[src/rtl/mul_mant_seq_pkg.sv]
// Shared types and elaboration helpers for the sequential significand multiplier.
package mul_mant_seq_pkg;

  typedef enum logic [1:0] {
    IDLE = 2'd0,
    BUSY = 2'd1,
    DONE = 2'd2
  } mul_seq_state_e;

  // Number of BUSY cycles needed to retire every multiplier bit.
  function automatic int unsigned iter_cnt(input int unsigned mant_w, input int unsigned bpc);
    return (mant_w + 1) / bpc;
  endfunction

endpackage

[src/rtl/mul_mant_seq_if.sv]
// Operand/product handshake bundle between the FP multiply front end and mul_mant_seq.
interface mul_mant_seq_if #(
  parameter int unsigned MANT_W = 23,
  parameter int unsigned SIDE_W = 11
);
  logic                  in_valid;
  logic                  in_ready;
  logic [MANT_W:0]       a_sig;
  logic [MANT_W:0]       b_sig;
  logic [SIDE_W-1:0]     in_side;
  logic                  out_valid;
  logic                  out_ready;
  logic [2*MANT_W+1:0]   mant_1;
  logic [SIDE_W-1:0]     out_side;

  modport master (
    output in_valid, a_sig, b_sig, in_side, out_ready,
    input  in_ready, out_valid, mant_1, out_side
  );

  modport slave (
    input  in_valid, a_sig, b_sig, in_side, out_ready,
    output in_ready, out_valid, mant_1, out_side
  );
endinterface

[src/rtl/mul_mant_seq_ppgen.sv]
// Partial-product generator: multiplicand times one BPC-bit multiplier digit.
module mul_ppgen #(
  parameter int unsigned MANT_W = 23,
  parameter int unsigned BPC    = 1
) (
  input  logic [MANT_W:0]     a_i,
  input  logic [BPC-1:0]      d_i,
  output logic [MANT_W+BPC:0] pp_o
);
  localparam int unsigned PP_W = MANT_W + BPC + 1;

  always_comb begin
    pp_o = PP_W'(a_i) * PP_W'(d_i);
  end
endmodule

[src/rtl/mul_mant_seq.sv]
// Multi-cycle unsigned significand multiplier retiring BPC multiplier bits per cycle,
// with side-band carried alongside under a valid/ready handshake.
module mul_mant_seq
  import mul_mant_seq_pkg::*;
#(
  parameter int unsigned MANT_W = 23,
  parameter int unsigned BPC    = 1,
  parameter int unsigned SIDE_W = 11
) (
  input  logic           clk,
  input  logic           rst,
  mul_mant_seq_if.slave  bus
);
  localparam int unsigned SIG_W = MANT_W + 1;
  localparam int unsigned P_W   = 2 * SIG_W;
  localparam int unsigned PP_W  = SIG_W + BPC;
  localparam int unsigned ITER  = iter_cnt(MANT_W, BPC);
  localparam int unsigned CNT_W = $clog2(ITER + 1);

  localparam logic [1:0] S_IDLE = IDLE;
  localparam logic [1:0] S_BUSY = BUSY;
  localparam logic [1:0] S_DONE = DONE;

  if ((SIG_W % BPC) != 0) begin : g_bpc_check
    $fatal(1, "mul_mant_seq: BPC must divide MANT_W+1");
  end

  logic [1:0]        state_q, state_d;
  logic [MANT_W:0]   a_q;
  logic [MANT_W:0]   b_q;
  logic [SIDE_W-1:0] side_q;
  logic [P_W-1:0]    acc_q;
  logic [CNT_W-1:0]  cnt_q;

  logic [PP_W-1:0]   pp;
  logic [P_W-1:0]    pp_sh;
  logic              accept;
  logic              zero_op;
  logic              last_iter;

  mul_ppgen #(
    .MANT_W (MANT_W),
    .BPC    (BPC)
  ) u_ppgen (
    .a_i  (a_q),
    .d_i  (b_q[BPC-1:0]),
    .pp_o (pp)
  );

  assign accept    = (state_q == S_IDLE) && bus.in_valid;
  assign zero_op   = (bus.a_sig == '0) || (bus.b_sig == '0);
  assign last_iter = (cnt_q == CNT_W'(ITER - 1));
  assign pp_sh     = P_W'(pp) << (32'(cnt_q) * BPC);

  always_comb begin
    state_d = state_q;
    case (state_q)
      S_IDLE:  if (bus.in_valid) state_d = zero_op ? S_DONE : S_BUSY;
      S_BUSY:  if (last_iter) state_d = S_DONE;
      S_DONE:  if (bus.out_ready) state_d = S_IDLE;
      default: state_d = S_IDLE;
    endcase
  end

  always_ff @(posedge clk) begin
    if (rst) begin
      state_q <= S_IDLE;
      a_q     <= '0;
      b_q     <= '0;
      side_q  <= '0;
      acc_q   <= '0;
      cnt_q   <= '0;
    end else begin
      state_q <= state_d;
      if (accept) begin
        a_q    <= bus.a_sig;
        b_q    <= bus.b_sig;
        side_q <= bus.in_side;
        acc_q  <= '0;
        cnt_q  <= '0;
      end else if (state_q == S_BUSY) begin
        // Final sum fits in P_W bits, so truncating each partial add is lossless.
        acc_q <= acc_q + pp_sh;
        b_q   <= b_q >> BPC;
        cnt_q <= cnt_q + 1'b1;
      end
    end
  end

  assign bus.in_ready  = (state_q == S_IDLE);
  assign bus.out_valid = (state_q == S_DONE);
  assign bus.mant_1    = acc_q;
  assign bus.out_side  = side_q;

endmodule
[src/flat_wrapper.sv]
// flat-port wrapper written by rule: the top's interface ports become plain ports
module mul_mant_seq_flat import mul_mant_seq_pkg::*;
#(
  parameter int unsigned MANT_W = 23,
  parameter int unsigned BPC    = 1,
  parameter int unsigned SIDE_W = 11
)
  (clk, rst, bus_in_valid, bus_a_sig, bus_b_sig, bus_in_side, bus_out_ready, bus_in_ready, bus_out_valid, bus_mant_1, bus_out_side);
  mul_mant_seq_if #(.MANT_W(MANT_W), .SIDE_W(SIDE_W)) bus_i ();
  input  logic clk;
  input  logic rst;
  input wire logic [$bits(bus_i.in_valid)-1:0] bus_in_valid;
  input wire logic [$bits(bus_i.a_sig)-1:0] bus_a_sig;
  input wire logic [$bits(bus_i.b_sig)-1:0] bus_b_sig;
  input wire logic [$bits(bus_i.in_side)-1:0] bus_in_side;
  input wire logic [$bits(bus_i.out_ready)-1:0] bus_out_ready;
  output wire logic [$bits(bus_i.in_ready)-1:0] bus_in_ready;
  output wire logic [$bits(bus_i.out_valid)-1:0] bus_out_valid;
  output wire logic [$bits(bus_i.mant_1)-1:0] bus_mant_1;
  output wire logic [$bits(bus_i.out_side)-1:0] bus_out_side;
  assign bus_i.in_valid = bus_in_valid;
  assign bus_i.a_sig = bus_a_sig;
  assign bus_i.b_sig = bus_b_sig;
  assign bus_i.in_side = bus_in_side;
  assign bus_i.out_ready = bus_out_ready;
  assign bus_in_ready = bus_i.in_ready;
  assign bus_out_valid = bus_i.out_valid;
  assign bus_mant_1 = bus_i.mant_1;
  assign bus_out_side = bus_i.out_side;
  mul_mant_seq #(.MANT_W(MANT_W), .BPC(BPC), .SIDE_W(SIDE_W)) u_core (.clk(clk), .rst(rst), .bus(bus_i));
endmodule
[config.mk]
export PLATFORM = sky130hd
export DESIGN_NAME = mul_mant_seq_flat
export DESIGN_NICKNAME = d
export VERILOG_FILES = /design/src/rtl/mul_mant_seq_pkg.sv /design/src/rtl/mul_mant_seq_if.sv /design/src/rtl/mul_mant_seq_ppgen.sv /design/src/rtl/mul_mant_seq.sv /design/src/flat_wrapper.sv
export SDC_FILE = /design/constraint.sdc
export NUM_CORES = 1
export LEC_CHECK = 0
export ABC_CLOCK_PERIOD_IN_PS = 14510
export CAP_MARGIN = 10
export CORE_MARGIN = 4
export CORE_UTILIZATION = 45
export DETAILED_ROUTE_END_ITERATION = 8
export PLACE_DENSITY = 0.72
export SETUP_SLACK_MARGIN = 0.4
export SLEW_MARGIN = 20
export SYNTH_ARGS = -nofsm -noshare
export SYNTH_HDL_FRONTEND = slang
export SYNTH_SLANG_ARGS = --single-unit
export TNS_END_PERCENT = 1
[constraint.sdc]
create_clock -name clk -period 14.51 [get_ports clk]
set_clock_uncertainty 0.15 [all_clocks]
set_input_delay 2.1765 -clock clk [delete_from_list [all_inputs] [get_ports clk]]
set_output_delay 2.1765 -clock clk [all_outputs]
set_load 0.005 [all_outputs]
=== After elaboration in Yosys (flattened, before gate mapping) ===
Index checks and enable logic that the tools add are counted.

* Bits of input ports: 63
* Bits in registers: 114
* Logic and storage cells: 31
* Output and inout port bits: 61

* Add/sub/neg operators: 2
* Mux-type cells: 7
* Equality and inequality tests: 6
* $mul: 1
* Shift-type cells: 1
* Reductions and logical operators: 8

{| class="wikitable"
|+ Operators by type and width
! kind !! number
|-
| $add 48x48->48 || 1
|-
| $logic_not 24->1 || 2
|-
| $mux 24 || 2
|-
| $shl 25x5->48 || 1
|-
| $mul 24x1->25 || 1
|-
| $mux 2 || 4
|-
| $pmux 2 s3 || 1
|-
| $add 5x1->5 const B || 1
|-
| $eq 5x5->1 const B || 1
|-
| $ne 2x2->1 const B || 2
|-
| $reduce_and 3->1 || 1
|-
| $eq 2x1->1 const B || 1
|-
| $eq 2x2->1 const B || 1
|-
| $logic_not 2->1 || 1
|-
| $ne 2x1->1 const B || 1
|-
| $reduce_bool 2->1 || 1
|-
| $reduce_or 2->1 || 1
|-
| $logic_and 1x1->1 || 1
|-
| $logic_or 1x1->1 || 1
|}

=== Logic depth before layout (Yosys ltp) ===
* Depth after elaboration: 5
* Mapped depth: 23
* Mapped depth without buffers: 21

=== Modules after synthesis ===
From an unflattened synthesis, not the netlist that was laid out.

* Cell total of the unflattened synthesis: 1122
* Area total of the unflattened synthesis: 8431.8 sq um

{| class="wikitable"
|+ Modules (own cells, without submodules)
! module !! seq. area each (sq um) !! instances !! cells an instance !! area each (sq um)
|-
| mul_mant_seq || 2282.2 || 1 || 1094 || 8225.4
|-
| mul_ppgen || 0.0 || 1 || 28 || 206.4
|}

=== Worst setup path before layout ===
Ideal clock, no wire load.

* Path kind: register to register
* From: register u_core.cnt_q[0]
* To: register u_core.acc_q[46], in the netlist u_core.bus.mant_1[46]
* Slack: 9901 ps
* Stages on the path, launching flop included: 22
* Data required time: 14290 ps
* Library setup time: 70 ps
* Clock period less this slack: 4609 ps
* Arrival time: 4389 ps
* Path buffers: 3
* Cells stage by stage: dfxtp_1 clkbuf_1 buf_1 mux4_2 nand2_1 nor2_1 a31oi_1 nor2_1 a21oi_1 nor2_1 ha_1 buf_2 nand3_1 or4_1 o211a_1 a21boi_4 o31ai_4 a21oi_2 o21ai_2 a311oi_1 xor2_1 a21oi_1

* Cells in the longest elaborated chain, start to end: 2

{| class="wikitable"
|+ Ends and longest elaborated chain
! what !! line !! RTL
|-
| start: declaration || mul_mant_seq.sv:33 || <nowiki>logic [CNT_W-1:0] cnt_q;</nowiki>
|-
| start signal: assignment || mul_mant_seq.sv:85 || <nowiki>cnt_q <= cnt_q + 1'b1;</nowiki>
|-
| $shl 25x5->48 || mul_mant_seq.sv:53 || <nowiki>assign pp_sh = P_W'(pp) << (32'(cnt_q) * BPC);</nowiki>
|-
| $add 48x48->48 || mul_mant_seq.sv:83 || <nowiki>acc_q <= acc_q + pp_sh;</nowiki>
|-
| end signal: assignment || mul_mant_seq.sv:83 ||
|-
| end: declaration || mul_mant_seq.sv:32 || <nowiki>logic [P_W-1:0] acc_q;</nowiki>
|}

No other way between the ends.
A chain may end at the register's enable or synchronous reset.

=== Worst setup path after layout ===
* From: register u_core.cnt_q[2]
* To: register u_core.acc_q[46], in the netlist u_core.bus.mant_1[46]

Same word-level chain as after synthesis.

==> flow_summary.json <==
{
  "setup_viol_count_final": 0,
  "insertion_delay_ns": 0.44,
  "fin_crit_ns": 5.32,
  "dieArea_um2": 20700,
  "grt_pass1_vias": 7847,
  "wl_um": 24100,
  "synthArstFlopShare": 0,
  "yosysUniqueCellTypes": 65,
  "grt_overflow": 0,
  "drive_above_1_share": 0.0709,
  "crit_arrival_ns": 5.45,
  "hold_start": "u_core.bus.out_side[9]$_SDFFE_PP0P_",
  "synth_edf_count": 0,
  "vias_per_cell": 5.81,
  "synth_top_area_frac": 0.274,
  "combPwrFrac": 0.175,
  "start_util": 0.460,
  "end_kind": "flip-flop",
  "vdd_drop_max_uv": 88.5,
  "coreArea_um2": 18100,
  "cap_violations": 0,
  "ctsHoldBuffers": 0,
  "first_iter_violations": 637,
  "power_uw": 991,
  "cts.path.max_buffers": 2,
  "worstPathRequired_ns": 14.64,
  "cp-start-kind": "flip-flop",
  "cts_tree": "done",
  "reg2reg_setup_slack_ns": 9.19,
  "final_util": 0.567,
  "synthMostInstantiatedCell": "nand2_1",
  "timing.hold.ws_ns": 0.303,
  "grtUsageTotal": 0.235,
  "rows": 49,
  "ys_seq_area_frac": 0.274,
  "status": "finished, final reports clean",
  "antenna_found_initial": 0,
  "dpl-instance-area_um2": 9610,
  "root_buffer": "clkbuf_16",
  "finalCritPeriodShare": 0.367,
  "startpoint": "u_core.cnt_q[2]$_SDFFE_PP0P_",
  "powerDensity_nw_per_um2": 96.5,
  "slew_viol_final": 0,
  "cp_max_fo": 33,
  "synthTopCellsByCount": "nand2_1, a21oi_1, dfxtp_1",
  "io_buffer_count": 123,
  "antennaDiodeCount": 0,
  "grt_max_degree": 79,
  "setup_tns_ns": 0,
  "synthCells": 1125,
  "reg2reg_from": "u_core.cnt_q[2]$_SDFFE_PP0P_",
  "yosys.area.top_type": "dfxtp_1",
  "p_leak_nw": 3.78,
  "ioPinCount": 124,
  "ff_latch_area_um2": 2280,
  "p_clk_frac": 0.471,
  "synth.area.top_cells": "dfxtp_1, nand2_1, a21oi_1",
  "wl_per_cell_um": 16.7,
  "holdPathStages": 2,
  "grt_setup_unrepaired": "false",
  "final_nets": 1313,
  "syn_area_per_cell_um2": 7.39,
  "syn_nets": 1238,
  "cts-buffers-inserted": 17,
  "path_clk_slew_ns": 0.06,
  "vias": 8385,
  "final_hold_viol_count": 0,
  "synth_area_um2": 8320,
  "dpl.hpwl_um": 17700,
  "cts_setup_buffers": 0,
  "drc": 0,
  "slew_headroom": 0.309,
  "ys_dominant_reg_cell": "dfxtp_1",
  "fillCellCount": 1713,
  "area_growth_pct": 23.4,
  "htreeDepth": 4,
  "die_w_um": 144,
  "critPathKind": "reg -> reg",
  "yosys_warnings": 0,
  "grt_pass1_wl_um": 39500,
  "max_freq_mhz": 188,
  "reg2reg_depth": 16,
  "hold-path-endpoint": "u_core.bus.out_side[9]$_SDFFE_PP0P_",
  "dr.pass1.iters": 5,
  "p_int_uw": 698,
  "min_path_type": "reg -> reg",
  "p_seq_frac": 0.354,
  "fp.dieH_um": 144,
  "r2r-end": "u_core.bus.mant_1[46]$_SDFFE_PP0P_",
  "place.gp.congestion": 0.992,
  "cts_resized": 0,
  "fin_area_um2": 10300,
  "synth_seq_cells": 114,
  "cts_sinks": 114,
  "multi_input_area_um2": 5700,
  "swShare": 0.296,
  "worst_slew_pin_slew_ns": 1.04,
  "ant_nets": 0,
  "power_switching_uw": 293
}
-- metrics by stage --
step,cells,worst slack [ns]
after floorplan,1125,9.90
after global placement,1410,9.56
after detailed placement,1410,9.45
after CTS,1442,9.34
after global routing,1442,8.86
final,1442,9.19
-- critical path, stage by stage (launching register included) --
cell      delay (ns)
dfxtp_1         0.97
inv_1           0.60
nand3_1         0.26
nand2_1         0.07
o21ai_0         0.31
nor2_1          0.12
ha_1            0.48
nand3_1         0.21
or4_1           0.54
o211a_1         0.14
a21boi_4        0.16
o31ai_4         0.39
a21oi_2         0.14
o21ai_2         0.22
a311oi_1        0.15
xor2_1          0.18
a21oi_1         0.09
-- final cells by class --
type | instances | area share
Timing Repair Buffer | 134 | 0.128
Sequential cell | 114 | 0.222
Clock inverter | 15 | 0.0213
Clock buffer | 17 | 0.0415
Inverter | 11 | 0.00402
Tap cell | 229 | 0.0279
Multi-Input combinational cell | 922 | 0.555
-- power groups by stage --
stage	Clock, mW	Sequential [mW]	Combinational (mW)
final	0.467	0.351	0.173
after global routing	0.486	0.354	0.192
after detailed placement	0	0.357	0.172
after global placement	0	0.356	0.171
after floorplan	0	0.351	0.114
after CTS	0.472	0.350	0.173
-- routing by layer --
layer	vias up	global-route usage	share of wire
li1	4190	-	-
met1	3859	0.318	0.45
met2	293	0.372	0.45
met3	43	0.0546	0.070
met4	0	0.0783	0.024
met5	-	0	0
-- cells in the final DEF (no fill, tap or decap), types with 8 or more instances in the layout --
| cell type | instances |
|---|---|
| a211oi_1 | 11 |
| clkbuf_16 | 17 |
| a21oi_1 | 146 |
| o21ai_0 | 59 |
| mux4_2 | 15 |
| a22oi_1 | 23 |
| nand2b_1 | 13 |
| nand4_1 | 12 |
| o31ai_1 | 9 |
| dfxtp_1 | 114 |
| xor2_1 | 18 |
| a21o_1 | 19 |
| nand2_1 | 243 |
| nor2_1 | 77 |
| ha_1 | 49 |
| nand3_1 | 40 |
| inv_1 | 11 |
| o22ai_1 | 10 |
| buf_4 | 11 |
| mux2i_1 | 20 |
| xnor2_1 | 26 |
| clkdlybuf4s50_1 | 122 |
| nor3_1 | 10 |
| and2_1 | 10 |
| mux2_2 | 8 |
| nor4_1 | 14 |
| a31oi_1 | 12 |
-- logic make-up (layout without fill, tap and decap cells) --
| logic type | Yosys count | in the layout | synth area share |
|---|---|---|---|
| compound gates | 333 | 333 | 0.245 |
| fa+ha+maj | 50 | 50 | 0.0761 |
| simple gates | 451 | 451 | 0.239 |
| mux | 44 | 44 | 0.0769 |
| flops | 114 | 114 | 0.274 |
| buf+inv | 89 | 177 | 0.0424 |
| xor+xnor | 44 | 44 | 0.0463 |
-- flip-flops by register name (all words and copies together), names as in the netlist --
register             count
u_core.bus.mant_1       48
u_core.a_q              24
u_core.b_q              24
u_core.bus.out_side     11
u_core.cnt_q             5
u_core.state_q           2
-- worst max-delay path by stage --
stage | slack [ns] | end | cells after the start
floorplan | 9.90 | u_core.bus.mant_1[46]$_SDFFE_PP0P_ | 21
global placement | 9.56 | u_core.bus.mant_1[46]$_SDFFE_PP0P_ | 19
detailed placement | 9.45 | u_core.bus.mant_1[42]$_SDFFE_PP0P_ | 16
CTS | 9.34 | u_core.bus.mant_1[46]$_SDFFE_PP0P_ | 19
global route | 8.86 | u_core.bus.mant_1[46]$_SDFFE_PP0P_ | 17
finish | 9.19 | u_core.bus.mant_1[46]$_SDFFE_PP0P_ | 16
(Power assumes the default switching activity.)
